## src/rtl/gemm_accelerator_top.sv

```systemverilog
// GEMM accelerator: computes C = A x B with one signed multiply-accumulate
// unit. Operands stream from external single-port SRAMs with a one-cycle read
// latency. Results are written to a C SRAM in row-major order.
module gemm_accelerator_top #(
    parameter int unsigned InDataWidth   = 8,
    parameter int unsigned OutDataWidth  = 32,
    parameter int unsigned AddrWidth     = 12,
    parameter int unsigned SizeAddrWidth = 8
) (
    input  logic                           clk_i,
    input  logic                           rst_ni,
    input  logic                           start_i,
    input  logic [SizeAddrWidth-1:0]       M_size_i,
    input  logic [SizeAddrWidth-1:0]       K_size_i,
    input  logic [SizeAddrWidth-1:0]       N_size_i,
    output logic [AddrWidth-1:0]           sram_a_addr_o,
    output logic [AddrWidth-1:0]           sram_b_addr_o,
    output logic [AddrWidth-1:0]           sram_c_addr_o,
    input  logic signed [InDataWidth-1:0]  sram_a_rdata_i,
    input  logic signed [InDataWidth-1:0]  sram_b_rdata_i,
    output logic signed [OutDataWidth-1:0] sram_c_wdata_o,
    output logic                           sram_c_we_o,
    output logic                           done_o
);

    localparam logic [SizeAddrWidth-1:0] SizeOne = SizeAddrWidth'(1);

    typedef enum logic [1:0] {
        IDLE   = 2'd0,
        BUSY   = 2'd1,
        FINISH = 2'd2,
        DONE   = 2'd3
    } state_t;

    state_t                          state_q;
    logic [SizeAddrWidth-1:0]        m_q;
    logic [SizeAddrWidth-1:0]        n_q;
    logic [SizeAddrWidth-1:0]        k_q;
    logic [SizeAddrWidth-1:0]        m_size_q;
    logic [SizeAddrWidth-1:0]        k_size_q;
    logic [SizeAddrWidth-1:0]        n_size_q;
    logic                            done_q;

    // Issue-to-return tracking: one stage matches the SRAM read latency.
    logic                            vld_p1;
    logic                            last_p1;
    logic [AddrWidth-1:0]            caddr_p1;
    logic signed [OutDataWidth-1:0]  acc_q;

    logic                            size_zero;
    logic                            busy;
    logic                            k_last;
    logic                            n_last;
    logic                            m_last;
    logic signed [OutDataWidth-1:0]  mac_sum;

    // Row-major word address row*stride+col, wrapping modulo 2^AddrWidth.
    function automatic logic [AddrWidth-1:0] row_major(
        input logic [SizeAddrWidth-1:0] row,
        input logic [SizeAddrWidth-1:0] stride,
        input logic [SizeAddrWidth-1:0] col
    );
        logic [AddrWidth-1:0] r;
        logic [AddrWidth-1:0] s;
        logic [AddrWidth-1:0] c;
        r = AddrWidth'(row);
        s = AddrWidth'(stride);
        c = AddrWidth'(col);
        return r * s + c;
    endfunction

    // Full-precision signed product, sign-extended and added with wraparound.
    function automatic logic signed [OutDataWidth-1:0] mac(
        input logic signed [OutDataWidth-1:0] acc,
        input logic signed [InDataWidth-1:0]  a,
        input logic signed [InDataWidth-1:0]  b
    );
        logic signed [2*InDataWidth-1:0] prod;
        prod = a * b;
        return acc + OutDataWidth'(prod);
    endfunction

    assign size_zero = (M_size_i == '0) || (K_size_i == '0) || (N_size_i == '0);
    assign busy      = (state_q == BUSY);
    assign k_last    = (k_q == k_size_q - SizeOne);
    assign n_last    = (n_q == n_size_q - SizeOne);
    assign m_last    = (m_q == m_size_q - SizeOne);
    assign mac_sum   = mac(acc_q, sram_a_rdata_i, sram_b_rdata_i);

    // Operand addresses follow the loop counters only while issuing.
    assign sram_a_addr_o  = busy ? row_major(m_q, k_size_q, k_q) : '0;
    assign sram_b_addr_o  = busy ? row_major(k_q, n_size_q, n_q) : '0;

    // The write happens in the cycle the last partial product of a C element returns.
    assign sram_c_we_o    = vld_p1 & last_p1;
    assign sram_c_wdata_o = mac_sum;
    assign sram_c_addr_o  = sram_c_we_o ? caddr_p1 : '0;
    assign done_o         = done_q;

    // Control FSM: latches sizes at start and steps k, then n, then m.
    always_ff @(posedge clk_i or negedge rst_ni) begin
        if (!rst_ni) begin
            state_q  <= IDLE;
            m_q      <= '0;
            n_q      <= '0;
            k_q      <= '0;
            m_size_q <= '0;
            k_size_q <= '0;
            n_size_q <= '0;
            done_q   <= 1'b0;
        end else begin
            done_q <= 1'b0;
            case (state_q)
                IDLE: begin
                    if (start_i) begin
                        m_size_q <= M_size_i;
                        k_size_q <= K_size_i;
                        n_size_q <= N_size_i;
                        m_q      <= '0;
                        n_q      <= '0;
                        k_q      <= '0;
                        if (size_zero) begin
                            state_q <= DONE;
                            done_q  <= 1'b1;
                        end else begin
                            state_q <= BUSY;
                        end
                    end
                end
                BUSY: begin
                    if (k_last) begin
                        k_q <= '0;
                        if (n_last) begin
                            n_q <= '0;
                            if (m_last) begin
                                state_q <= FINISH;
                            end else begin
                                m_q <= m_q + SizeOne;
                            end
                        end else begin
                            n_q <= n_q + SizeOne;
                        end
                    end else begin
                        k_q <= k_q + SizeOne;
                    end
                end
                FINISH: begin
                    state_q <= DONE;
                    done_q  <= 1'b1;
                end
                DONE: begin
                    state_q <= IDLE;
                end
                default: begin
                    state_q <= IDLE;
                end
            endcase
        end
    end

    // Return pipeline and accumulator: sum partial products, clear after each C write.
    always_ff @(posedge clk_i or negedge rst_ni) begin
        if (!rst_ni) begin
            vld_p1   <= 1'b0;
            last_p1  <= 1'b0;
            caddr_p1 <= '0;
            acc_q    <= '0;
        end else begin
            // stage p0 -> p1: issued triple becomes returning data
            vld_p1   <= busy;
            last_p1  <= k_last;
            caddr_p1 <= row_major(m_q, n_size_q, n_q);
            if ((state_q == IDLE) && start_i) begin
                acc_q <= '0;
            end else if (vld_p1) begin
                acc_q <= last_p1 ? '0 : mac_sum;
            end
        end
    end

endmodule

```

## config.mk

```make
export PLATFORM = sky130hd
export DESIGN_NAME = gemm_accelerator_top
export DESIGN_NICKNAME = d
export VERILOG_FILES = /design/src/rtl/gemm_accelerator_top.sv
export SDC_FILE = /design/constraint.sdc
export NUM_CORES = 1
export LEC_CHECK = 0
export ABC_AREA = 1
export BUFFER_PORTS_ARGS = -buffer_cell sky130_fd_sc_hd__buf_4
export CAP_MARGIN = 5
export CELL_PAD_IN_SITES_DETAIL_PLACEMENT = 2
export CELL_PAD_IN_SITES_GLOBAL_PLACEMENT = 2
export CORE_ASPECT_RATIO = 0.5
export CORE_MARGIN = 3
export CORE_UTILIZATION = 34
export DETAILED_ROUTE_END_ITERATION = 8
export PLACE_DENSITY = 0.88
export RECOVER_POWER = 50
export SLEW_MARGIN = 20
export SYNTH_ARGS = -nofsm -noshare
export SYNTH_HDL_FRONTEND = slang
export SYNTH_SLANG_ARGS = --single-unit
export TNS_END_PERCENT = 30
```

## constraint.sdc

```tcl
create_clock -name clk_i -period 4.6 [get_ports clk_i]
set_input_delay 0 -clock clk_i [delete_from_list [all_inputs] [get_ports clk_i]]
set_output_delay 0 -clock clk_i [all_outputs]
set_load 0.05 [all_outputs]
```

==> flow_summary.toml <==
[timing]
final_period_minus_worst_setup_slack_ns = 5.42
tightest_slew_ns = 2.00
setup_viol_count_final = 54
slew_hr = -0.336
achievable-frequency_mhz = 184
grt_setup_unrepaired = "true"
worst_slack_ns = -0.823
timing.final.hold_violations = 0
fin_worst_skew_ns = 0.0158
timing_max_transition_violations_final = 62
timing.final.crit_share = 1.18

[cells_and_area]
drive_gt1_frac = 0.278
nets = 2905
area.growth.synth_to_final_pct = 34.1
stdcell_area_sq_um = 22500

[place]
hpwl_um = 57200
finalWeightedCongestion = 0.860
dpl_cell_area_sq_um = 19800
numPortBuffers = 112

[floorplan]
fp.dieH_um = 163
floorplan.die_area_sq_um = 52200
fp.dieW_um = 320
initial_core_util = 0.351
placement_rows = 56
core-area_sq_um = 47800
floorplan.io_pins = 113

[critical_path]
timing.rr.start = "acc_q[25]$_DFFE_PN0P_"
regToRegEndpoint = "acc_q[29]$_DFFE_PN0P_"
timing.critical_path.required_ns = 4.60
worst_setup_path_start_kind = "flip-flop"
rr_worst_depth = 22
end_kind = "output port"
worstPathMaxFanout = 4
rrSetupSlack_ns = -0.60
worst_setup_path_endpoint = "sram_c_wdata_o[25]"
critical_path_class = "flip-flop to output port"
worst_ep_arrival_time_ns = 5.42
cp-startpoint = "acc_q[19]$_DFFE_PN0P_"

[run_status]
run_status = "complete, but fails checks"
failed_checks = "capacitance limit, slew limit, setup timing"

[logic_synthesis]
synth_area_sq_um = 16800
netlist.area_leader.share = 0.302
synth_top_cells_by_area = "sky130_fd_sc_hd__fa_1 30%, sky130_fd_sc_hd__dfrtp_1 14%, sky130_fd_sc_hd__nand2_1 13%"
netlist-cell-type-count = 44
synth-seq-cells = 97
netlist.top_cell.by_area = "sky130_fd_sc_hd__fa_1"
yosys_warnings = 0
synth.avg_cell_area_sq_um = 7.70
synth_cells = 2179
yosysSeqAreaShare = 0.145
mappedNetlistNets = 2623

[clock_tree]
h-tree-depth = 3
cts_root_buffer_type = "sky130_fd_sc_hd__clkbuf_16"
clock_latency_ns = 0.41
cts_tree = "done"
clkSlewWorstSetupHoldPaths_ns = 0.08
cts_buffers = 9
ctsLongestPathBuffers = 2
clkSinkCount = 97

[flow_run]
max_cap_viol_count = 1

[detailed_routing]
initialDrtViolationCount = 1545
route.detailed.wl_per_inst_um = 32.1
detailedRoute.firstPassIterationCount = 5
avgViaCountPerCell = 5.68
detail-route-antenna-nets = 0
drt_drc_violations_left = 0
num_vias = 17628
routed_wirelength_um = 99600

[global_routing]
wire_length_of_the_first_global_routing_pass_um = 141000
grt-ovfl-total = 0
grt_max_degree = 62
antenna_found_initial = 5
first_global_vias = 20744
groute.usage.overall = 0.363

[worst_hold_path]
hold_class = "primary input to flip-flop"
-- flip-flops by register name (all words and copies together), names as in the netlist --
name / flops
acc_q: 32
caddr_p1: 12
k_q: 8
k_size_q: 8
m_q: 8
m_size_q: 8
n_q: 8
n_size_q: 8
state_q: 2
done_o: 1
last_p1: 1
vld_p1: 1
-- worst max-delay path, cell delays in order, from the launching register on --
cell	delay (ns)
sky130_fd_sc_hd__dfrtp_1	0.43
sky130_fd_sc_hd__fa_1	0.48
sky130_fd_sc_hd__fa_1	0.58
sky130_fd_sc_hd__fa_1	0.63
sky130_fd_sc_hd__fa_1	0.48
sky130_fd_sc_hd__ha_1	0.37
sky130_fd_sc_hd__ha_4	0.36
sky130_fd_sc_hd__nand2_1	0.22
sky130_fd_sc_hd__nor2_1	0.20
sky130_fd_sc_hd__inv_1	0.13
sky130_fd_sc_hd__nor3_2	0.26
sky130_fd_sc_hd__nand2_1	0.18
sky130_fd_sc_hd__nand3_1	0.20
sky130_fd_sc_hd__nand2_1	0.14
sky130_fd_sc_hd__and2_4	0.20
sky130_fd_sc_hd__buf_8	0.15
-- cells in the final DEF, fill, tap and decap left out, drive strengths merged, types with 24 or more instances in the layout --
| cell type | netlist | layout |
|---|---|---|
| a21oi | 64 | 64 |
| buf | 38 | 303 |
| clkbuf | 37 | 28 |
| dfrtp | 97 | 97 |
| dlygate4sd3 | 0 | 25 |
| fa | 253 | 253 |
| ha | 148 | 148 |
| inv | 514 | 514 |
| nand2 | 577 | 577 |
| nand3 | 72 | 72 |
| nor2 | 125 | 125 |
| o21ai | 86 | 86 |
| xnor2 | 24 | 24 |
| xor2 | 57 | 57 |
-- synth_stat cells (all sizes together) --
master and instances:
a21o 3, a21oi 64, a221oi 2, a22o 5, a31oi 1, and2 12
buf 38, clkbuf 37, clkinv 2, dfrtp 97, fa 253, ha 148
inv 514, nand2 577, nand3 72, nand3b 6, nand4 16, nor2 125
nor3 18, nor3b 1, nor4 8, o211ai 1, o21a 2, o21ai 86
o21bai 2, o22ai 1, or2 7, xnor2 24, xor2 57
-- per-stage QoR --
step | setup WS (ns) | TNS, ns | cells | utilization | hold WS, ns
2_1_floorplan | -0.317 | -4.53 | 2179 | - | -0.296
3_3_place_gp | -0.0986 | -0.682 | 2994 | 0.415 | 0.204
3_5_place_dp | -0.508 | -12.56 | 2994 | 0.415 | 0.194
4_1_cts | -0.381 | -6.84 | 3081 | 0.457 | 0.205
5_1_grt | -0.885 | -26.56 | 3104 | 0.471 | 0.302
6_report | -0.823 | -22.17 | 3105 | 0.471 | 0.276
-- cell families after synthesis --
family                   Yosys count  synth area share
AND/OR/NAND/NOR                  842             0.209
adder cells (fa/ha/maj)          401             0.412
buffers and inverters            591             0.136
XOR/XNOR                          81            0.0423
AO/OA/AOI/OAI                    167            0.0547
flip-flops                        97             0.145
-- worst min path at each step --
stage                       from                       to  slack (ns)  depth (start not counted)
6_report                 start_i  m_size_q[7]$_DFFE_PN0P_        0.28                          4
5_1_grt                  start_i  k_size_q[6]$_DFFE_PN0P_        0.30                          4
4_1_cts        sram_b_rdata_i[0]     acc_q[0]$_DFFE_PN0P_        0.21                          5
3_5_place_dp              rst_ni    acc_q[22]$_DFFE_PN0P_        0.19                          1
3_3_place_gp              rst_ni    acc_q[22]$_DFFE_PN0P_        0.20                          1
2_1_floorplan             rst_ni     acc_q[0]$_DFFE_PN0P_       -0.30                          0
-- cell type report --
cell class	count	area (sq um)
Antenna cell	2	5.00
Sequential cell	97	2460
Multi-Input combinational cell	1491	14000
Fill cell	5225	25300
Inverter	516	1960
Tap cell	638	798
Timing Repair Buffer	346	2990
Clock buffer	10	229
Clock inverter	5	61.3
-- metal layers --
metal | GRT usage | vias up | part of all wire | routed length [um]
met2 | 0.664 | 973 | 0.50 | 49500
li1 | - | 7018 | - | -
met5 | 0 | - | 0.00042 | 42
met4 | 0.206 | 6 | 0.066 | 6620
met1 | 0.396 | 9190 | 0.37 | 36700
met3 | 0.0754 | 441 | 0.068 | 6820
-- repair_timing --
| item | CTS | global route |
|---|---|---|
| pin swaps | 99 | 67 |
| endpoints found under the hold margin | 84 | 0 |
| resized for setup | 286 | 143 |
| hold buffers | 25 | 0 |
| setup buffers | 48 | 26 |
| setup endpoints to repair | 57 | 61 |
Power is left out: the tool's default activity adds up to more than one toggle a clock period on the data nets, which glitch-free logic cannot reach.
